**src/rtl/bk_pkg.sv**
```systemverilog
// Shared types for the bkProcessor command generator and result collector.
package bk_pkg;

   localparam int unsigned CMD_W  = 7;
   localparam int unsigned DATA_W = 8;

   // One captured processor result tagged with its originating command
   typedef struct packed {
      logic [CMD_W-1:0]  cmd;
      logic [DATA_W-1:0] hi;
      logic [DATA_W-1:0] lo;
      logic              zero;
      logic              error;
   } bk_result_t;

endpackage : bk_pkg

```
**src/rtl/bk_result_fifo.sv**
```systemverilog
// First-word-fall-through result FIFO with a registered head and occupancy count.
module bk_result_fifo
   import bk_pkg::*;
#(
   parameter int unsigned DEPTH = 8
) (
   input  logic                   clk,
   input  logic                   rst_n,
   input  logic                   push_i,
   input  bk_result_t             push_data_i,
   input  logic                   pop_i,
   output bk_result_t             head_o,
   output logic                   valid_o,
   output logic [$clog2(DEPTH):0] count_o,
   output logic                   push_acc_c
);

   localparam int unsigned AW = $clog2(DEPTH);
   localparam int unsigned CW = AW + 1;

   bk_result_t     mem_q [DEPTH];
   logic [AW-1:0]  wr_ptr_q, wr_ptr_d;
   logic [AW-1:0]  rd_ptr_q, rd_ptr_d;
   logic [AW-1:0]  rd_nxt;
   logic [CW-1:0]  count_q, count_d;
   bk_result_t     head_q, head_d;
   logic           valid_q, valid_d;
   logic           empty, full, pop_en;

   // Pointer, count and head-register next state; a full FIFO may accept a push only alongside a pop
   always_comb begin
      empty      = (count_q == '0);
      full       = (count_q == CW'(DEPTH));
      pop_en     = pop_i & ~empty;
      push_acc_c = push_i & (~full | pop_en);
      rd_nxt     = rd_ptr_q + AW'(1);

      wr_ptr_d = wr_ptr_q;
      rd_ptr_d = rd_ptr_q;
      head_d   = head_q;

      if (push_acc_c) wr_ptr_d = wr_ptr_q + AW'(1);
      if (pop_en)     rd_ptr_d = rd_nxt;

      count_d = count_q + CW'(push_acc_c) - CW'(pop_en);

      // Head follows the next stored entry, or the incoming push when nothing else is queued
      if (pop_en && (count_q > CW'(1))) begin
         head_d = mem_q[rd_nxt];
      end else if (push_acc_c && (empty || pop_en)) begin
         head_d = push_data_i;
      end

      valid_d = (count_d != '0);
   end

   // Storage array; contents need no reset
   always_ff @(posedge clk) begin
      if (push_acc_c) mem_q[wr_ptr_q] <= push_data_i;
   end

   // Control and head registers
   always_ff @(posedge clk or negedge rst_n) begin
      if (!rst_n) begin
         wr_ptr_q <= '0;
         rd_ptr_q <= '0;
         count_q  <= '0;
         head_q   <= '0;
         valid_q  <= 1'b0;
      end else begin
         wr_ptr_q <= wr_ptr_d;
         rd_ptr_q <= rd_ptr_d;
         count_q  <= count_d;
         head_q   <= head_d;
         valid_q  <= valid_d;
      end
   end

   assign head_o  = head_q;
   assign valid_o = valid_q;
   assign count_o = count_q;

endmodule : bk_result_fifo

```
**src/rtl/bk_result_collector.sv**
```systemverilog
// Tags bkProcessor commands, captures their results after a fixed latency and queues them for a reader.
module bk_result_collector
   import bk_pkg::*;
#(
   parameter int unsigned LATENCY = 2,
   parameter int unsigned DEPTH   = 8,
   parameter int unsigned CNT_W   = 8
) (
   input  logic                    clk,
   input  logic                    rst,
   input  logic                    cmd_issue,
   input  logic [CMD_W-1:0]        cmd_in,
   input  logic [DATA_W-1:0]       dout_low,
   input  logic [DATA_W-1:0]       dout_high,
   input  logic                    zero,
   input  logic                    error,
   output logic                    res_valid,
   input  logic                    res_ready,
   output logic [CMD_W-1:0]        res_cmd,
   output logic [2*DATA_W-1:0]     res_data,
   output logic                    res_zero,
   output logic                    res_error,
   output logic [$clog2(DEPTH):0]  fifo_count,
   output logic                    overflow,
   output logic [CNT_W-1:0]        err_count
);

   logic [LATENCY-1:0]            tag_v_q, tag_v_d;
   logic [LATENCY-1:0][CMD_W-1:0] tag_cmd_q, tag_cmd_d;
   logic                          overflow_q, overflow_d;
   logic [CNT_W-1:0]              err_cnt_q, err_cnt_d;
   logic                          push_req;
   logic                          push_acc;
   bk_result_t                    push_data;
   bk_result_t                    head;

   // Tag pipeline shift: stage 0 samples the issue strobe every cycle
   always_comb begin
      tag_v_d      = tag_v_q;
      tag_cmd_d    = tag_cmd_q;
      tag_v_d[0]   = cmd_issue;
      tag_cmd_d[0] = cmd_in;
      for (int unsigned i = 1; i < LATENCY; i++) begin
         tag_v_d[i]   = tag_v_q[i-1];
         tag_cmd_d[i] = tag_cmd_q[i-1];
      end
   end

   // Capture request: last tag stage paired with the processor outputs of the same cycle
   always_comb begin
      push_req  = tag_v_q[LATENCY-1];
      push_data = '{cmd:   tag_cmd_q[LATENCY-1],
                    hi:    dout_high,
                    lo:    dout_low,
                    zero:  zero,
                    error: error};
   end

   // Sticky overflow on a dropped capture; saturating count of accepted error results
   always_comb begin
      overflow_d = overflow_q | (push_req & ~push_acc);
      err_cnt_d  = err_cnt_q;
      if (push_acc && push_data.error && (err_cnt_q != '1)) begin
         err_cnt_d = err_cnt_q + CNT_W'(1);
      end
   end

   // Tag pipeline and status registers
   always_ff @(posedge clk or negedge rst) begin
      if (!rst) begin
         tag_v_q    <= '0;
         tag_cmd_q  <= '0;
         overflow_q <= 1'b0;
         err_cnt_q  <= '0;
      end else begin
         tag_v_q    <= tag_v_d;
         tag_cmd_q  <= tag_cmd_d;
         overflow_q <= overflow_d;
         err_cnt_q  <= err_cnt_d;
      end
   end

   bk_result_fifo #(
      .DEPTH (DEPTH)
   ) u_fifo (
      .clk         (clk),
      .rst_n       (rst),
      .push_i      (push_req),
      .push_data_i (push_data),
      .pop_i       (res_ready),
      .head_o      (head),
      .valid_o     (res_valid),
      .count_o     (fifo_count),
      .push_acc_c  (push_acc)
   );

   assign res_cmd   = head.cmd;
   assign res_data  = {head.hi, head.lo};
   assign res_zero  = head.zero;
   assign res_error = head.error;
   assign overflow  = overflow_q;
   assign err_count = err_cnt_q;

endmodule : bk_result_collector

```
**config.mk**
```make
export PLATFORM = sky130hd
export DESIGN_NAME = bk_result_collector
export DESIGN_NICKNAME = d
export VERILOG_FILES = /design/src/rtl/bk_pkg.sv /design/src/rtl/bk_result_fifo.sv /design/src/rtl/bk_result_collector.sv
export SDC_FILE = /design/constraint.sdc
export NUM_CORES = 1
export LEC_CHECK = 0
export ABC_CLOCK_PERIOD_IN_PS = 5400
export BUFFER_PORTS_ARGS = -buffer_cell sky130_fd_sc_hd__buf_2
export CELL_PAD_IN_SITES_DETAIL_PLACEMENT = 0
export CELL_PAD_IN_SITES_GLOBAL_PLACEMENT = 2
export CORE_MARGIN = 2
export CORE_UTILIZATION = 46
export CTS_BUF_LIST = sky130_fd_sc_hd__clkbuf_4
export CTS_CLUSTER_SIZE = 30
export DETAILED_ROUTE_END_ITERATION = 8
export GPL_ROUTABILITY_DRIVEN = 1
export PLACE_DENSITY = 0.78
export RECOVER_POWER = 25
export SLEW_MARGIN = 20
export SYNTH_ARGS = -nofsm -noshare
export SYNTH_HDL_FRONTEND = slang
export SYNTH_SLANG_ARGS = --single-unit
```
**constraint.sdc**
```tcl
create_clock -name clk -period 5.4 [get_ports clk]
set_input_delay 0.54 -clock clk [delete_from_list [all_inputs] [get_ports clk]]
set_output_delay 0.54 -clock clk [all_outputs]
set_load 0.1 [all_outputs]
```
==> impl_metrics.yaml <==
run_status:
  outcome: "finished clean"
synth:
  synthTopCellsByArea: "edfxtp_1, dfrtp_1, mux2_2, a32oi_1, a211oi_1"
  synth_common_cells: "edfxtp_1, mux2_2, dfrtp_1"
  synth_seq_cells: 261
  synth.top_cell.area_share: 0.569
  syn-cell-area_mm2: 0.0105
  synthesis.nets: 713
  async_flop_share: 0.234
  synth_flop_cell: "edfxtp_1"
  yosysTopAreaCell: "edfxtp_1"
  ys_seq_area_frac: 0.714
  synth.avg_cell_area_um2: 15.7
  synth_edf_count: 200
  synthCells: 673
  synth_warnings: 0
  synth.most_common_cell: "edfxtp_1"
  synth.distinct_cells: 38
route:
  wl_met1_um: 10500
  ant_nets: 0
  drt_iter0_markers: 496
  met2_length_um: 11700
  dr_total_vias: 6408
  wire_per_inst_um: 21.5
  top_layer: "met4"
  wl_um: 24600
  firstDrtPassIters: 5
  wl_met3_um: 1780
  via_per_inst: 5.61
  drc: 0
worst_setup_path:
  cp_common_cell: "inv_1"
  crit_required_ns: 5.93
  crit_path_top_delay_cell: "nor3b_1"
  worstReg2RegStart: "u_fifo.count_o[2]$_DFF_PN0_"
  critical_path.cell_chain: "inv_1 > ha_1 > nor3b_1 > nand2b_1 > inv_1 > ha_1 > inv_1 > ha_1 > inv_1 > fa_1 > inv_1 > or4_1"
  critPathMaxFanout: 5
  crit_arrival_ns: 3.86
  cp-startpoint: "u_fifo.count_o[2]$_DFF_PN0_"
  crit_type: "register to register"
  max_stage_delay_ns: 0.49
  end_kind: "register"
  crit_path_start_kind: "register"
sta:
  maxSlewHeadroom: 0.292
  drv_slew: 0
  fin_crit_sh: 0.617
  fin_setup_tns_ns: 0
  skew_ns: 0.0321
  tightest_slew_ns: 1.06
  final.setup.worst_slack_ns: 2.07
  finalHoldViolCount: 0
  setup_violations: 0
  max_freq_ghz: 0.300
  period_needed_ns: 3.33
  rsz0062_at_grt: "false"
cells_and_area:
  multiInputGateArea_mm2: 0.00275
  ff_latch_area_mm2: 0.00753
  drive_above_1_share: 0.331
  area_growth_syn_to_layout_pct: 16.4
  fin_nets: 840
  final.fill_count: 1947
global_route:
  antenna_found_initial: 1
  grt.total_usage: 0.211
  grt_max_degree: 83
  grt_pass1_wl_um: 38300
  grt_pass1_vias: 6933
  grt-ovfl-total: 0
floorplan:
  io_pins: 68
  die_w_um: 155
  die_area_mm2: 0.0242
  coreArea_mm2: 0.0226
  die_h_um: 155
  rows: 55
  start_util: 0.467
clocking:
  cts_max_level: 3
  cts_made_buffers: 72
  cts_tree: "yes"
  clk_pin_slew_ns: 0.07
  root_buffer: "clkbuf_4"
  clk_latency_ns: 0.66
  clockBufferDepth: 3
  cts.sinks: 261
placed_design:
  port_buffers: 67
  post-dp-hpwl_um: 13600
  gp_congestion: 0.793
  preCtsSetupSlack_ns: 2.04
flow_run:
  cap_violations: 0
hold_path:
  hp-class: "input pin to asynchronous set/reset pin"
-- critical path: cells and delay by family, from the launching register on --
kind	cells	cell delay (ns)
simple gates	3	1.24
fa+ha+maj	4	1.18
buf+inv	5	0.41
flops	1	0.38
-- cell type report --
| cell class | count | share of cell area |
|---|---|---|
| Timing Repair Buffer | 94 | 0.0436 |
| Tap cell | 285 | 0.0290 |
| Antenna cell | 1 | 0.000204 |
| Sequential cell | 261 | 0.613 |
| Multi-Input combinational cell | 333 | 0.224 |
| Clock inverter | 13 | 0.00632 |
| Clock buffer | 118 | 0.0721 |
| Inverter | 38 | 0.0116 |
-- state kept, by name, summed over array words and instances (netlist names) --
signal,count
u_fifo.rd_ptr_q,3
push_data,7
tag_cmd_d,7
u_fifo.head_o,25
u_fifo.count_o,4
u_fifo.valid_o,1
tag_v_q,2
err_count,8
u_fifo.mem_q,200
overflow,1
u_fifo.wr_ptr_q,3
-- kinds of logic (layout without fill, tap and decap cells) --
logic type                 after synthesis  count (layout)  share of synthesized area
DFF                                    261             261                      0.714
AOI/OAI and AO/OA                      157             157                      0.104
buffers and inverters                   79             263                     0.0314
muxes                                   78              78                     0.0833
and+or+nand+nor                         73              73                     0.0414
xor gates and xnor gates                14              14                     0.0116
adders and majority gates               11              11                     0.0138
other                                    0               1                          0
-- cell usage in the layout (no fill, tap or decap), types with 2 or more instances in the layout --
master,count
a211oi_1,25
a31oi_1,25
a32oi_1,25
buf_2,49
buf_4,19
clkbuf_1,18
clkbuf_4,118
clkinv_1,9
clkinv_2,2
dfrtp_1,61
dlygate4sd3_1,8
edfxtp_1,200
ha_1,9
inv_1,38
mux2_2,78
nand2_1,12
nand2b_1,8
nand3_1,4
nor2_1,3
nor2_2,3
nor2b_1,26
nor3_1,2
nor3_2,4
nor3b_1,2
nor4_2,3
o21ai_0,25
o22ai_1,25
o31ai_1,25
xnor2_1,5
xor2_1,9
-- path summary, 6_finish.rpt --
kind	to	slack [ns]	depth (start not counted)
setup / recovery	u_fifo.valid_o$_DFF_PN0_	2.07	12
hold / removal	u_fifo.valid_o$_DFF_PN0_	0.10	2
max in group asynchronous	u_fifo.head_o[10]$_DFFE_PN0P_	4.70	2
hold reg to reg	push_data[20]$_DFF_PN0_	0.35	0
setup reg to reg	u_fifo.valid_o$_DFF_PN0_	2.07	12
min in group clk	u_fifo.mem_q[4][3]$_DFFE_PP_	0.27	1
-- layer usage --
layer / track usage / vias up
li1: - / 2928
met1: 0.274 / 3178
met3: 0.0546 / 53
met4: 0.102 / 0
met2: 0.333 / 249
met5: 0 / -
-- what timing repair did --
action	4_1_cts	5_1_grt
resized for setup	0	0
buffers inserted	0	0
hold buffers	8	0
endpoints found under the hold margin	8	0
-- stage by stage --
stage | cell area (um^2) | hold slack [ns] | std cells | utilization
after floorplan | 10500 | 0.244 | 673 | -
after global placement | 11300 | 0.334 | 1003 | 0.499
after detailed placement | 11300 | 0.336 | 1003 | 0.499
after CTS | 12300 | 0.0829 | 1142 | 0.545
after global routing | 12300 | 0.134 | 1143 | 0.544
final | 12300 | 0.104 | 1143 | 0.544
Power is not shown: default switching activity piles up to over one toggle a cycle in this logic, so the estimate is an artifact.
